### src/rtl/alu_mul_seq.sv
// alu_mul_seq: sequential shift-add unsigned multiplier driving an external combinational ALU
//
// Ports:
//   clk        - single clock, all state changes on the rising edge
//   reset      - synchronous active-high reset, overrides start
//   start      - multiply request, honoured only in IDLE
//   op_a, op_b - multiplicand / multiplier, captured when start is accepted
//   alu_a/b    - ALU operands (P and gated M while BUSY, zero otherwise)
//   alu_opcode - ADD while BUSY, LD otherwise
//   alu_c      - ALU result, returned in the same cycle
//   alu_status - ALU flags {sign, zero, parity, carry}; only carry is consumed
//   busy, done - BUSY state / one-cycle DONE pulse
//   product    - {P,Q}, the 2N-bit unsigned result
module alu_mul_seq #(
    parameter int DATA_WIDTH = 8
) (
    input  logic                      clk,
    input  logic                      reset,
    input  logic                      start,
    input  logic [DATA_WIDTH-1:0]     op_a,
    input  logic [DATA_WIDTH-1:0]     op_b,
    output logic [DATA_WIDTH-1:0]     alu_a,
    output logic [DATA_WIDTH-1:0]     alu_b,
    output logic [4:0]                alu_opcode,
    input  logic [DATA_WIDTH-1:0]     alu_c,
    input  logic [3:0]                alu_status,
    output logic                      busy,
    output logic                      done,
    output logic [2*DATA_WIDTH-1:0]   product
);
    localparam int CW = $clog2(DATA_WIDTH + 1);
    localparam logic [4:0] OP_LD  = 5'h00;
    localparam logic [4:0] OP_ADD = 5'h02;

    typedef enum logic [1:0] {S_IDLE, S_BUSY, S_DONE} state_t;

    state_t                r_state;
    state_t                w_next;
    logic [DATA_WIDTH-1:0] r_m;
    logic [DATA_WIDTH-1:0] r_p;
    logic [DATA_WIDTH-1:0] r_q;
    logic [CW-1:0]         r_count;
    logic                  w_last;
    logic                  w_unused;

    // only the carry flag matters to the shift-add loop
    assign w_unused = ^alu_status[3:1];
    assign w_last   = r_count == CW'(DATA_WIDTH - 1);

    always_ff @(posedge clk) begin
        if (reset) begin
            r_state <= S_IDLE;
            r_m     <= '0;
            r_p     <= '0;
            r_q     <= '0;
            r_count <= '0;
        end else begin
            r_state <= w_next;
            if (r_state == S_IDLE && start) begin
                r_m     <= op_a;
                r_p     <= '0;
                r_q     <= op_b;
                r_count <= '0;
            end else if (r_state == S_BUSY) begin
                // the ADD carry becomes the new MSB of P as the pair shifts right
                {r_p, r_q} <= {alu_status[0], alu_c, r_q[DATA_WIDTH-1:1]};
                r_count    <= r_count + 1'b1;
            end
        end
    end

    always_comb begin
        w_next     = r_state;
        alu_a      = '0;
        alu_b      = '0;
        alu_opcode = OP_LD;
        busy       = r_state == S_BUSY;
        done       = r_state == S_DONE;
        if (r_state == S_IDLE) begin
            w_next = start ? S_BUSY : S_IDLE;
        end else if (r_state == S_BUSY) begin
            alu_opcode = OP_ADD;
            alu_a      = r_p;
            alu_b      = r_q[0] ? r_m : '0;
            w_next     = w_last ? S_DONE : S_BUSY;
        end else begin
            w_next = S_IDLE;
        end
    end

    assign product = {r_p, r_q};
endmodule

### config.mk
export PLATFORM = sky130hd
export DESIGN_NAME = alu_mul_seq
export DESIGN_NICKNAME = d
export VERILOG_FILES = /design/src/rtl/alu_mul_seq.sv
export SDC_FILE = /design/constraint.sdc
export NUM_CORES = 1
export LEC_CHECK = 0
export BUFFER_PORTS_ARGS = -buffer_cell sky130_fd_sc_hd__buf_2
export CORE_MARGIN = 3
export CORE_UTILIZATION = 44
export DETAILED_ROUTE_END_ITERATION = 6
export GPL_ROUTABILITY_DRIVEN = 1
export GPL_TIMING_DRIVEN = 0
export HOLD_SLACK_MARGIN = 0.02
export MAX_ROUTING_LAYER = met4
export PLACE_DENSITY = 0.77
export SKIP_LAST_GASP = 1
export SLEW_MARGIN = 20
export SYNTH_ARGS = -nofsm -noshare
export SYNTH_HDL_FRONTEND = slang
export SYNTH_SLANG_ARGS = --single-unit
### constraint.sdc
create_clock -name clk -period 1.25 [get_ports clk]
set_input_delay 0.0625 -clock clk [delete_from_list [all_inputs] [get_ports clk]]
set_output_delay 0.0625 -clock clk [all_outputs]
set_load 0.01 [all_outputs]
==> results_dict.tcl, run 1 <==
set metrics [dict create \
    ant_nets 0 \
    drive_above_1_share 0.460 \
    setup_tns_ns -3.88 \
    dpl_cell_area_um2 1700 \
    worstPathMaxFanout 7 \
    viasPerCell 5.09 \
    cts_tree "done" \
    fin_skew_ns 0.0117 \
    placementRows 19 \
    yosysSeqAreaShare 0.447 \
    syn_inst 151 \
    cp.arrival_ns 1.34 \
    crit_path_end_kind "primary output" \
    grt_pass1_vias 1309 \
    gp_congestion 0.711 \
    clkSinkCount 30 \
    hold_viol 0 \
    ir_drop_uv 779 \
    synth_area_leaders "dfxtp_1 45%, mux2i_1 6.0%, a21oi_2 5.2%" \
    cts_max_path_buffers 2 \
    outcome "finished, violations left" \
    antennaDiodeCount 0 \
    synthToLayoutAreaGrowth_pct 61.5 \
    synth_edf_count 0 \
    worstHoldPathType "in2reg" \
    drt_iter0_drc 67 \
    yosysTopAreaCell "dfxtp_1" \
    yosysMostFrequentCell "dfxtp_1" \
    grt_max_degree 12 \
    fp.dieW_um 61.3 \
    wl_per_cell_um 15.5 \
    slew_viol_final 0 \
    rsz0062_at_grt "yes" \
    fin_ws_ns -0.156 \
    post_synth_num_cell_types 31 \
    start_kind "flop" \
    leakagePower_uw 0.00102 \
    synth-seq-cells 30 \
    routed_wl_mm 4.32 \
    io_buffers 61 \
    grtUsageTotal 0.217 \
    design_area_um2 2170 \
    violations "setup timing" \
    gr-total-overflow 0 \
    finalCritPeriodShare 1.12 \
    synth_common_cells "30 x dfxtp_1, 18 x nand2_1, 18 x nor2_1" \
    max_cap_viol_count 0 \
    detailedPlace.worstSlack_ns -0.0627 \
    p_per_area_nw_per_um2 1060 \
    nNetsFinal 279 \
    syn_area_um2 1340 \
    yosysTopAreaCellShare 0.447 \
    syn_avg_cell_area_um2 8.90 \
    total_power_uw 2290 \
    vias 1419 \
    core_um2 2830 \
    antenna_found_initial 0 \
    initial_core_util 0.475 \
    critPathKind "reg2out" \
    clk_latency_ns 0.34 \
    dieArea_um2 3750 \
    fmax_mhz 711 \
    route.detailed.drc 0 \
    async_reset_ff_frac 0 \
    place_hpwl_mm 2.31 \
    htree_levels 2 \
    numCtsBuffers 5 \
    crit_required_ns 1.19 \
    fin_crit_ns 1.41 \
    dr.pass1.iters 4 \
    setup_viol 40 \
    io_pins 70 \
    yosys_warnings 0 \
    clock-root-buffer "clkbuf_4" \
    grt_first_pass_wirelength_mm 5.80 \
    die_h_um 61.3 \
    path_clk_slew_ns 0.10 \
    synth_flop_cell "dfxtp_1" \
]
report_power, final:
part | total [uW] | internal, uW | switching (uW) | leakage [uW]
registers | 1070 | 1010 | 57.2 | 0.000248
logic | 485 | 258 | 228 | 0.000728
clock network | 735 | 384 | 350 | 0.0000446
total | 2290 | 1650 | 635 | 0.00102
timing repair:
action,4_1_cts,5_1_grt
endpoints found under the setup margin,31,47
setup buffers,5,3
pin swaps,2,1
hold buffers,16,0
resized for setup,15,20
gates cloned,0,2
hold endpoints to repair,16,0
flip-flops by register name, summed over array words and instances, names as in the netlist:
register  cells
r_state       2
r_p           8
r_m           8
r_count       4
r_q           8
cell type report:
type / instances / area, um^2
clock buffers: 8 / 78.8
plain buffers: 13 / 108
multi-input cells: 107 / 711
inverters: 3 / 16.3
repair buffers: 87 / 609
well taps: 31 / 38.8
flip-flops and latches: 30 / 608
fillers: 199 / 659
routing by layer:
metal  GRT usage  part of all wire  wire (um)  vias to the layer above
met5           -                 0          0                        -
met2       0.350              0.51       2210                       69
met3      0.0650             0.069        296                        8
met1       0.246              0.40       1720                      642
li1            -                 -          -                      700
met4      0.0991             0.021         92                        0
critical path: stages, from the launching register on:
cell and delay (ns):
dfxtp_4 0.43, nand2b_4 0.09, inv_6 0.08, buf_4 0.12
and3_4 0.19, buf_6 0.10
worst paths after layout:
check / endpoint / slack [ns] / cells after the start / from
worst max-delay path: alu_b[0] / -0.16 / 5 / r_state[0]$_SDFF_PP0_
worst min-delay path: r_q[7]$_SDFFE_PP0P_ / 0.04 / 3 / op_b[7]
worst max register to register: r_count[2]$_SDFFE_PP0N_ / -0.15 / 6 / r_state[1]$_SDFF_PP0_
worst min register to register: r_p[1]$_SDFFE_PP0N_ / 0.48 / 2 / r_p[1]$_SDFFE_PP0N_
cell families (layout without fill, tap and decap cells):
logic type,count (synthesis),after routing,share of synthesized area
other,1,4,0.00279
flip-flops,30,30,0.447
buffers and inverters,17,111,0.0763
AO/OA/AOI/OAI,29,29,0.156
adder cells (fa/ha/maj),1,1,0.00931
multiplexers,8,8,0.0596
AND/OR/NAND/NOR,63,63,0.236
XOR/XNOR,2,2,0.0130
cell usage in the layout, fill, tap and decap left out, types with 7 or more instances in the layout:
cell / count
and3_4: 7
buf_2: 55
and2_1: 8
nor2_1: 18
dlygate4sd3_1: 16
a21oi_2: 8
dfxtp_1: 28
buf_4: 12
nand2_1: 18
a211oi_1: 8
mux2i_1: 7
o22ai_1: 8
buf_6: 12
per-stage QoR:
| step | hold WS, ns | util | instances |
|---|---|---|---|
| floorplan | 0.195 | - | 154 |
| global placement | 0.298 | 0.601 | 246 |
| detailed placement | 0.312 | 0.601 | 246 |
| CTS | 0.0464 | 0.718 | 275 |
| global route | 0.0442 | 0.767 | 279 |
| finish | 0.0381 | 0.767 | 279 |
Power figures use the tool's default switching activity.
==> run 2: changes to the inputs <==
--- a/config.mk
+++ b/config.mk
@@ -5,9 +5,10 @@
 export SDC_FILE = /design/constraint.sdc
 export NUM_CORES = 1
 export LEC_CHECK = 0
+export ABC_AREA = 1
 export BUFFER_PORTS_ARGS = -buffer_cell sky130_fd_sc_hd__buf_2
 export CORE_MARGIN = 3
-export CORE_UTILIZATION = 44
+export CORE_UTILIZATION = 45
 export DETAILED_ROUTE_END_ITERATION = 6
 export GPL_ROUTABILITY_DRIVEN = 1
 export GPL_TIMING_DRIVEN = 0
==> constraint.sdc (replaced) <==
create_clock -name clk -period 1.5 [get_ports clk]
set_input_delay 0.075 -clock clk [delete_from_list [all_inputs] [get_ports clk]]
set_output_delay 0.075 -clock clk [all_outputs]
set_load 0.01 [all_outputs]
==> run 2 against run 1 <==
Compared with the run above:
- the flow now finishes without violations
- flip-flop and latch count is the same
- combinational power shrank 8.5%
- clock power shrank 16%
- synthesized area grew 8.5%
- critical endpoint is now alu_opcode[1]
- highest routed layer unchanged
==> results_dict.tcl, run 2 <==
set metrics [dict create \
    detailedPlace.worstSlack_ns 0.372 \
    p_int_uw 1410 \
    viasPerCell 4.41 \
    gr-total-overflow 0 \
    nNetsFinal 345 \
    yosys_warnings 0 \
    clk_latency_ns 0.32 \
    wl_per_cell_um 9.79 \
    syn_avg_cell_area_um2 6.51 \
    critical_path.startpoint "r_state[0]$_SDFF_PP0_" \
    crit_chain "inv_1 -> nor2_1 -> buf_4 -> buf_4 -> buf_2" \
    htree_levels 2 \
    r2r_setup_slack_ns 0.34 \
    io_pins 70 \
    fill_cells 295 \
    slew_viol_final 0 \
    clock-root-buffer "clkbuf_4" \
    initial_core_util 0.474 \
    io_buffers 62 \
    fin_crit_ns 1.38 \
    synth-seq-cells 30 \
    numCtsBuffers 5 \
    finalCritPeriodShare 0.920 \
    rr_worst_depth 6 \
    crit_top_cell "buf_4" \
    hold_depth 5 \
    max_cap_viol_count 0 \
    core_um2 3080 \
    clkSinkCount 30 \
    synth_edf_count 0 \
    async_reset_ff_frac 0 \
    cts_tree "done" \
    grtUsageTotal 0.189 \
    post-route-util 0.680 \
    leakagePower_uw 0.00111 \
    ant_nets 0 \
    drt_iter0_drc 76 \
    fmax_mhz 724 \
    p_per_area_nw_per_um2 935 \
    yosysSeqAreaShare 0.412 \
    crit_path_end_kind "primary output" \
    synthAdderAreaFrac 0.00858 \
    reg.largest.list "r_m: 8 flops, r_p: 8 flops, r_q: 8 flops" \
    path_clk_slew_ns 0.10 \
    synth_top_family_by_area "simple AND/OR/NAND/NOR gates" \
    placementRows 20 \
    synth-xor-area-share 0.00601 \
    vias 1579 \
    cp.arrival_ns 1.31 \
    synth-simple-area-share 0.335 \
    drive_above_1_share 0.274 \
    antenna_found_initial 0 \
    yosysTopAreaCellShare 0.412 \
    synth_flop_cell "dfxtp_1" \
    gp_congestion 0.809 \
    setup_viol 0 \
    grt_max_degree 12 \
    worstHoldPathType "in2reg" \
    synth_area_leaders "dfxtp_1 41%, nand2_1 18%, nor2_1 8.8%" \
    synth_common_cells "70 x nand2_1, 34 x nor2_1, 30 x dfxtp_1, 30 x inv_1, 17 x a21oi_1" \
    final_cell_mix "70 x nand2_1, 62 x buf_2, 34 x nor2_1, 29 x inv_1, 29 x dfxtp_1" \
    power_frac_clock 0.315 \
    worstPathMaxFanout 5 \
    cts_max_path_buffers 2 \
    synth_compound_area_frac 0.0833 \
    power_frac_comb 0.227 \
    rsz0062_at_grt "yes" \
    start_kind "flop" \
    min_from "op_b[2]" \
    grt_first_pass_wirelength_mm 5.87 \
    yosysTopAreaCell "dfxtp_1" \
    yosysMostFrequentCell "nand2_1" \
    fin_skew_ns 0.0122 \
    max_stage_delay_ns 0.39 \
    outcome "completed" \
    synthToLayoutAreaGrowth_pct 43.5 \
    syn_area_um2 1460 \
    dieArea_um2 3960 \
    place_hpwl_mm 2.39 \
    dr.pass1.iters 4 \
    ir_drop_uv 543 \
    hold_ws_ns 0.0580 \
    grt_pass1_vias 1379 \
    route.detailed.drc 0 \
    switching_share 0.278 \
    hold_viol 0 \
    fin_ws_ns 0.120 \
    fp.dieW_um 62.9 \
    post_synth_num_cell_types 20 \
    r2r-start "r_state[0]$_SDFF_PP0_" \
    routed_wl_mm 3.51 \
    syn_inst 224 \
    antennaDiodeCount 0 \
    die_h_um 62.9 \
    critPathSlowestCell "dfxtp_2" \
    crit_required_ns 1.42 \
    muxShareOfSynthArea 0 \
    layout_commonest_cell "nand2_1" \
    power_frac_seq 0.458 \
    p_switching_uw 543 \
    critPathKind "reg2out" \
]
==> run 2: cell count changes in the layout (fill, tap and decap cells not counted), sizes merged, moves of 11 or more <==
cell   before  now
nand2      18   73
nor2       20   34
inv         2   30
nand3       1   12
==> run 2: worst max-delay path, delay by kind of cell (launching register included) <==
kind                   cells  cell delay [ns]
buffers and inverters      4             0.43
DFF                        1             0.39
and+or+nand+nor            1             0.17
==> run 2: per-layer routing <==
layer,track usage,share of wire,vias to the layer above
li1,-,-,850
met1,0.210,0.43,664
met2,0.331,0.48,60
met3,0.0432,0.078,5
met4,0.0661,0.0094,0
met5,-,0,-
==> run 2: repair_timing <==
action / in CTS / in global routing
hold buffers: 17 / 0
hold endpoints to repair: 17 / 0
resized for setup: 0 / 4
endpoints found under the setup margin: 0 / 17
setup buffers: 0 / 1
==> run 2: final cells by class <==
cell class,instances,area (um^2),area share
Clock buffer,7,45.0,0.0215
Buffer,13,105,0.0502
Tap cell,44,55.1,0.0263
Timing Repair Buffer,80,488,0.233
Sequential cell,30,602,0.288
Inverter,31,116,0.0556
Multi-Input combinational cell,152,651,0.311
Clock inverter,1,30.0,0.0144
==> run 2: final timing paths <==
| kind | end |
|---|---|
| max | alu_opcode[1] |
| min | r_q[2]$_SDFFE_PP0P_ |
| max reg2reg | r_p[4]$_SDFFE_PP0N_ |
| min reg2reg | r_m[5]$_SDFFE_PP0P_ |
==> run 2: per-stage QoR <==
stage	total power (uW)	instance area [um^2]	instances	setup TNS [ns]
final	1960	2090	358	0
after CTS	1960	2080	358	0
after detailed placement	1320	1830	333	0
after floorplan	1180	1470	227	0
after global routing	2070	2090	358	-0.0197
after global placement	1310	1830	333	0
==> run 2: power groups by stage <==
| stage | clock network, uW | logic (uW) | registers [uW] |
|---|---|---|---|
| finish | 617 | 444 | 896 |
| global route | 667 | 503 | 905 |
| detailed placement | 0 | 412 | 907 |
| global placement | 0 | 406 | 906 |
| floorplan | 0 | 261 | 920 |
| CTS | 628 | 446 | 889 |
==> run 2: cell families (layout without fill, tap and decap cells) <==
| kind of cell | Yosys count | after routing |
|---|---|---|
| DFF | 30 | 30 |
| xor gates and xnor gates | 1 | 1 |
| AOI/OAI and AO/OA | 24 | 24 |
| and+or+nand+nor | 122 | 122 |
| other | 1 | 4 |
| buffers and inverters | 45 | 132 |
| adders and majority gates | 1 | 1 |
